==> config.mk <==
export PLATFORM = sky130hd
export DESIGN_NAME = cla_pipe_addsub
export DESIGN_NICKNAME = d
export VERILOG_FILES = /design/src/rtl/cla_pipe_addsub.sv
export SDC_FILE = /design/constraint.sdc
export NUM_CORES = 1
export LEC_CHECK = 0
export CAP_MARGIN = 20
export CORE_AREA = 8 8 95 97
export DETAILED_ROUTE_END_ITERATION = 10
export DIE_AREA = 0 0 103 105
export PLACE_DENSITY_LB_ADDON = 0.08
export SYNTH_ARGS = -nofsm -noshare
export SYNTH_HDL_FRONTEND = slang
export SYNTH_SLANG_ARGS = --single-unit
export TNS_END_PERCENT = 30
==> constraint.sdc <==
create_clock -name clk -period 4.02 [get_ports clk]
set_clock_uncertainty 0.15 [all_clocks]
set_input_delay 1.206 -clock clk [delete_from_list [all_inputs] [get_ports clk]]
set_output_delay 1.206 -clock clk [all_outputs]
set_load 0.05 [all_outputs]
==> src/rtl/cla_pipe_addsub.sv <==
// cla_pipe_addsub: pipelined add/subtract, one SEG-bit carry-lookahead segment per stage.
// Optional CLA_PIPE_SAT_EN: saturate the result to the signed limits on overflow.
module cla_pipe_addsub #(
  parameter int WIDTH  = 16,
  parameter int STAGES = 4
) (
  input  logic             clk,
  input  logic             rst_n,
  input  logic             flush,
  input  logic             in_valid,
  output logic             in_ready,
  input  logic [WIDTH-1:0] a,
  input  logic [WIDTH-1:0] b,
  input  logic             sub,
  output logic             out_valid,
  input  logic             out_ready,
  output logic [WIDTH-1:0] sum,
  output logic             cout,
  output logic             ovfl,
  output logic             zero,
  output logic             neg
);

  localparam int SEG  = WIDTH / STAGES;
  localparam int NGRP = SEG / 4;

  // SEG-bit add from 4-bit lookahead groups; returns {carry_out, sum}
  function automatic logic [SEG:0] cla_seg(input logic [SEG-1:0] x, input logic [SEG-1:0] y,
                                           input logic ci);
    logic [SEG-1:0] s;
    logic [NGRP:0]  gc;
    logic [3:0]     g4, p4, c4;
    logic           gg, gp;
    s     = '0;
    gc    = '0;
    gc[0] = ci;
    for (int j = 0; j < NGRP; j++) begin
      g4    = x[4*j +: 4] & y[4*j +: 4];
      p4    = x[4*j +: 4] ^ y[4*j +: 4];
      c4[0] = gc[j];
      c4[1] = g4[0] | (p4[0] & gc[j]);
      c4[2] = g4[1] | (p4[1] & g4[0]) | (p4[1] & p4[0] & gc[j]);
      c4[3] = g4[2] | (p4[2] & g4[1]) | (p4[2] & p4[1] & g4[0]) | (p4[2] & p4[1] & p4[0] & gc[j]);
      gg    = g4[3] | (p4[3] & g4[2]) | (p4[3] & p4[2] & g4[1]) | (p4[3] & p4[2] & p4[1] & g4[0]);
      gp    = &p4;
      gc[j+1]       = gg | (gp & gc[j]);
      s[4*j +: 4]   = p4 ^ c4;
    end
    return {gc[NGRP], s};
  endfunction

  logic [WIDTH-1:0]  a_r    [STAGES];
  logic [WIDTH-1:0]  b_r    [STAGES];
  logic [WIDTH-1:0]  s_r    [STAGES];
  logic [WIDTH-1:0]  a_src  [STAGES];
  logic [WIDTH-1:0]  b_src  [STAGES];
  logic [WIDTH-1:0]  s_base [STAGES];
  logic [WIDTH-1:0]  s_nxt  [STAGES];
  logic [STAGES-1:0] c_r, v_r, c_src, c_nxt, v_src;
  logic [WIDTH-1:0]  raw_sum, fin_sum;
  logic              a_msb, b_msb, ovfl_nxt;
  logic              ovfl_r, zero_r, neg_r;
  logic              adv;

  assign adv      = ~(v_r[STAGES-1] & ~out_ready);
  assign in_ready = adv;

  for (genvar k = 0; k < STAGES; k++) begin : g_stage
    logic [SEG:0] seg_res;
    if (k == 0) begin : g_first
      assign a_src[k]  = a;
      assign b_src[k]  = sub ? ~b : b;
      assign s_base[k] = '0;
      assign c_src[k]  = sub;
      assign v_src[k]  = in_valid;
    end else begin : g_next
      assign a_src[k]  = a_r[k-1];
      assign b_src[k]  = b_r[k-1];
      assign s_base[k] = s_r[k-1];
      assign c_src[k]  = c_r[k-1];
      assign v_src[k]  = v_r[k-1];
    end
    assign seg_res  = cla_seg(a_src[k][k*SEG +: SEG], b_src[k][k*SEG +: SEG], c_src[k]);
    assign c_nxt[k] = seg_res[SEG];
    // bits above the processed segments are always zero in the partial sum
    assign s_nxt[k] = s_base[k] | (WIDTH'(seg_res[SEG-1:0]) << (k*SEG));
  end

  assign raw_sum  = s_nxt[STAGES-1];
  assign a_msb    = a_src[STAGES-1][WIDTH-1];
  assign b_msb    = b_src[STAGES-1][WIDTH-1];
  assign ovfl_nxt = (~a_msb & ~b_msb & raw_sum[WIDTH-1]) | (a_msb & b_msb & ~raw_sum[WIDTH-1]);

`ifdef CLA_PIPE_SAT_EN
  // Clamp to the signed limit on the side of operand A
  always_comb begin
    fin_sum = raw_sum;
    if (ovfl_nxt) begin
      fin_sum = a_msb ? {1'b1, {(WIDTH-1){1'b0}}} : {1'b0, {(WIDTH-1){1'b1}}};
    end else begin
      fin_sum = raw_sum;
    end
  end
`else
  assign fin_sum = raw_sum;
`endif

  // Stage valids: flush empties the pipe, otherwise shift when not stalled
  always_ff @(posedge clk or negedge rst_n) begin
    if (!rst_n) begin
      v_r <= '0;
    end else if (flush) begin
      v_r <= '0;
    end else if (adv) begin
      v_r <= v_src;
    end
  end

  // Stage data, carries and final flags
  always_ff @(posedge clk or negedge rst_n) begin
    if (!rst_n) begin
      for (int k = 0; k < STAGES; k++) begin
        a_r[k] <= '0;
        b_r[k] <= '0;
        s_r[k] <= '0;
      end
      c_r    <= '0;
      ovfl_r <= 1'b0;
      zero_r <= 1'b0;
      neg_r  <= 1'b0;
    end else if (adv) begin
      for (int k = 0; k < STAGES - 1; k++) begin
        a_r[k] <= a_src[k];
        b_r[k] <= b_src[k];
        s_r[k] <= s_nxt[k];
      end
      a_r[STAGES-1] <= a_src[STAGES-1];
      b_r[STAGES-1] <= b_src[STAGES-1];
      s_r[STAGES-1] <= fin_sum;
      c_r    <= c_nxt;
      ovfl_r <= ovfl_nxt;
      zero_r <= (fin_sum == '0);
      neg_r  <= fin_sum[WIDTH-1];
    end
  end

  assign out_valid = v_r[STAGES-1];
  assign sum       = s_r[STAGES-1];
  assign cout      = c_r[STAGES-1];
  assign ovfl      = ovfl_r;
  assign zero      = zero_r;
  assign neg       = neg_r;

endmodule

* Word level (Yosys, flattened, before mapping)
Cells that the tools add are included.
Storage, ports and cells: register bits after elaboration 159, bits of input ports 38, output and inout bits 22, logic and storage cells 151
Cells by class: equality and inequality tests 1, mux-type cells 3, bitwise operators 127, reductions and logical operators 5
Operator list (number):
- 1-bit bitwise AND | 65
- 1-bit bitwise OR | 41
- 4-bit XOR | 8
- 4-bit bitwise AND | 4
- 16-bit logical NOT | 1
- 16-bit 2-to-1 mux | 1
- 16-bit NOT | 1
- 16-bit by 12-bit bitwise OR with 16-bit output | 1
- 16-bit bitwise OR | 1
- 4-bit AND reduction | 4
- 4-bit 2-to-1 mux | 2
- 4-bit by 8-bit bitwise OR with 8-bit output | 1
- 1-bit NOT | 5
- 2-bit inequality test (second input constant) | 1

* Logic depth before layout (Yosys ltp)
depth in word-level cells 10, gate-level depth with buffers 9, depth with buffers taken out 7

* Worst setup path after synthesis
OpenSTA, ideal clock, no wires.
kind input-to-output, start point input out_ready, end point output in_ready, arrival 1796 ps, data required time 2664 ps, path slack 868 ps, cell stages on the path 4, path buffers 2, cells stage by stage nor2b_1 -> buf_2 -> inv_2 -> buf_2
On the way: longest elaborated chain between the ends 3
Ends and longest elaborated chain:
- start, declared | line 16 | input logic out_ready,
- 1-bit NOT | line 65 | assign adv = ~(v_r[STAGES-1] & ~out_ready);
- 1-bit bitwise AND | line 65
- 1-bit NOT | line 65
- end, declared | line 11 | output logic in_ready,
Every way passes these cells.

* Worst setup path after layout
Same ends and word-level chain as after synthesis.

==> run metrics <==
MaxCap Viol Count 0; pin slew with the least headroom to its limit between 1 and 1.5 ns; arrival time worst endpoint approximately 2.0 ns; post-CTS setup buffer count 0; Reg clk slew, reported paths 0.09 ns; Net Count, Synth between 500 and 600; top-area cell type share of the netlist area 0.5647; clock buffer depth 2; Crit-path slowest cell clkdlybuf4s50_1; gr usage total 0.1593; Cells after Synth roughly 460; area grow syn2layout 18.99%; Routed WL around 7700 µm; # hold bufs at CTS 0; layout cell share with drive strength beyond 1 0.05588; fmax ~0.3 GHz; P per Cell Area between 500 and 600 nW/µm²; CP max stage delay roughly 0.44 ns; vias in the first global route about 3200; critical-path cell list clkdlybuf4s50_1, nor2b_4, inv_2, buf_12; Fill cells 638; Die Wd between 100 and 150 µm; Synth Flop Type dfrtp_1; synthesized area 4343 µm²; wire length on met3 315 µm; # nets final approximately 570; Crit. End Element output pin; detailed-route via count between 3000 and 4000; min-delay src a_r[57]; initial core utilization 0.5770; largest net degree at the start of global routing 118; syn_area_per_cell roughly 9.4 µm²; top post-synthesis cells by area dfrtp_1 56%, nand2_1 18%, ha_1 4.9%, xnor2_1 4.4%, o21ai_0 3.1%; met2 wire len 3557 µm; # rows 32; antenna violations before repair 0; CP Launch Type primary input; P_int 1.711 mW; EDFF count, synth 0; unrepaired setup endpoints after global routing no; Fin Hold WS between 0.3 and 0.4 ns; setup violators final 0; routability congestion estimate 0.7915; part of the power in the clock network 0.212; data required time at the worst endpoint ~2.7 ns; fin crit period roughly 3.3 ns; DR top layer met4; drt drc 0; Reg-to-Reg End zero; post-DP HPWL between 5000 and 6000 µm; R2R depth 7; maximum VDD drop 0.1838 mV; Sequential Power Share 0.495; Num CTS Buffers 9; Core Box Area roughly 7500 µm²; status finished clean; end of the worst hold path a_r[57]; M1 WL 3706 µm; worst hold path type reg2reg; Multi-input gate area 1743 µm²; yosys warns 0; Sw Ratio 0.3466; I/O pins 60; crit-path max FO 2; Yosys cell types 30; Final Util 0.6865; period utilization 0.8332; design area 5167 µm²; critical path class in2out; post-synthesis sequential element count between 90 and 100; max-slew violation count 0; leading area contributor after synthesis dfrtp_1; first-pass GRT wire length ~14000 µm; Sw Pwr approximately 910 µW; Placed Area 4997 µm²; asr flop ratio synth 1.000; hold depth 2; sequential area share after synthesis 0.5647; register area roughly 2500 µm²; Routed Antenna Nets 0; CTS Root Buffer Type clkbuf_8; dpl cells about 610; final std cells w/o fill 621; Die Y approximately 110 µm; H-tree depth 3; Logic pwr share 0.293; CTS tree built; Clock Latency Late Sink about 0.35 ns; Pleak around 2.4 nW; Buffers on Ports between 50 and 60; Fin Setup TNS 0 ns; DRT iter0 DRCs ~160; die area 10820 µm²; Congestion Overflow GR 0; diode count 0; routed len/inst 12.38 µm; final count of hold timing violations 0; RR Startpoint a_r[28]; # resized after CTS 0; Pre-antenna DRT Iters 4; Slew headroom 0.2907; vias per inst 4.882; Reg2Reg Setup Slack ~2.0 ns; CTS Sinks 98
power by group through the flow:
stage	logic (mW)	clock network, mW	registers [mW]
after floorplan	0.298	0	1.52
after global placement	0.761	0	1.31
after detailed placement	0.779	0	1.32
after CTS	0.781	0.573	1.30
after global routing	0.841	0.612	1.32
final	0.768	0.555	1.29
worst max-delay path: cells and delay by family:
kind          cells  cell delay (ns)
buf+inv           3             0.64
simple gates      1             0.14
state kept, by name (all words and copies together), names as in the netlist:
signal,flops
a_msb,1
v_r,4
a_r,23
c_r,4
zero,1
b_r,23
ovfl,1
sum,16
s_base,24
b_msb,1
stage by stage:
step	setup WS, ns	total power, mW
2_1_floorplan	0.8676	1.815
3_3_place_gp	0.6572	2.068
3_5_place_dp	0.5784	2.096
4_1_cts	0.6587	2.651
5_1_grt	0.6416	2.776
6_report	0.6703	2.619
cells in the mapped netlist, types with 2 or more instances:
cell	instances
o21bai_2	2
nand2_1	214
nor4_1	2
a21oi_1	13
o21ai_1	4
clkbuf_1	7
inv_1	8
xnor2_1	22
o21bai_1	2
mux2i_1	2
buf_4	3
buf_1	3
ha_1	17
o21ai_0	27
fa_1	3
nor2_1	8
buf_2	10
xor2_1	6
a21o_1	3
dfrtp_1	98
worst max path at each step:
stage / to / cells past startpoint / slack, ns / from
after floorplan: in_ready / 4 / 0.87 / out_ready
after global placement: in_ready / 4 / 0.66 / out_ready
after detailed placement: s_base[35] / 8 / 0.58 / sub
after CTS: in_ready / 4 / 0.66 / out_ready
after global routing: in_ready / 4 / 0.64 / out_ready
final: in_ready / 4 / 0.67 / out_ready
metal layers:
layer,vias to the layer above,global-route usage
li1,1557,-
met1,1411,0.1980
met2,54,0.2583
met3,10,0.03583
met4,0,0.06825
met5,-,0
logic make-up after synthesis:
group / after synthesis / synth area share
AO/OA/AOI/OAI: 54 / 0.07116
XOR/XNOR: 29 / 0.06021
adder cells (fa/ha/maj): 20 / 0.06281
buffers and inverters: 33 / 0.03572
flip-flops: 98 / 0.5647
multiplexers: 2 / 0.004610
AND/OR/NAND/NOR: 228 / 0.2008
area by class of cell:
type / instances / share of cell area
timing repair buffer: 63 / 0.1240
clock buffer: 10 / 0.02663
multi-input combinational: 333 / 0.3373
clock inverter: 6 / 0.006295
inverter: 9 / 0.006538
tap: 102 / 0.02470
sequential: 98 / 0.4746
layout by cell type, fill, tap and decap left out, types with 4 or more instances in the layout:
cell / n
nor2_1: 8
dfrtp_1: 98
clkinv_2: 5
clkbuf_8: 10
xor2_1: 6
clkdlybuf4s50_1: 57
a21oi_1: 13
o21ai_0: 27
o21ai_1: 4
nand2_1: 214
ha_1: 17
buf_4: 4
xnor2_1: 22
inv_1: 8
(Power assumes the default switching activity.)
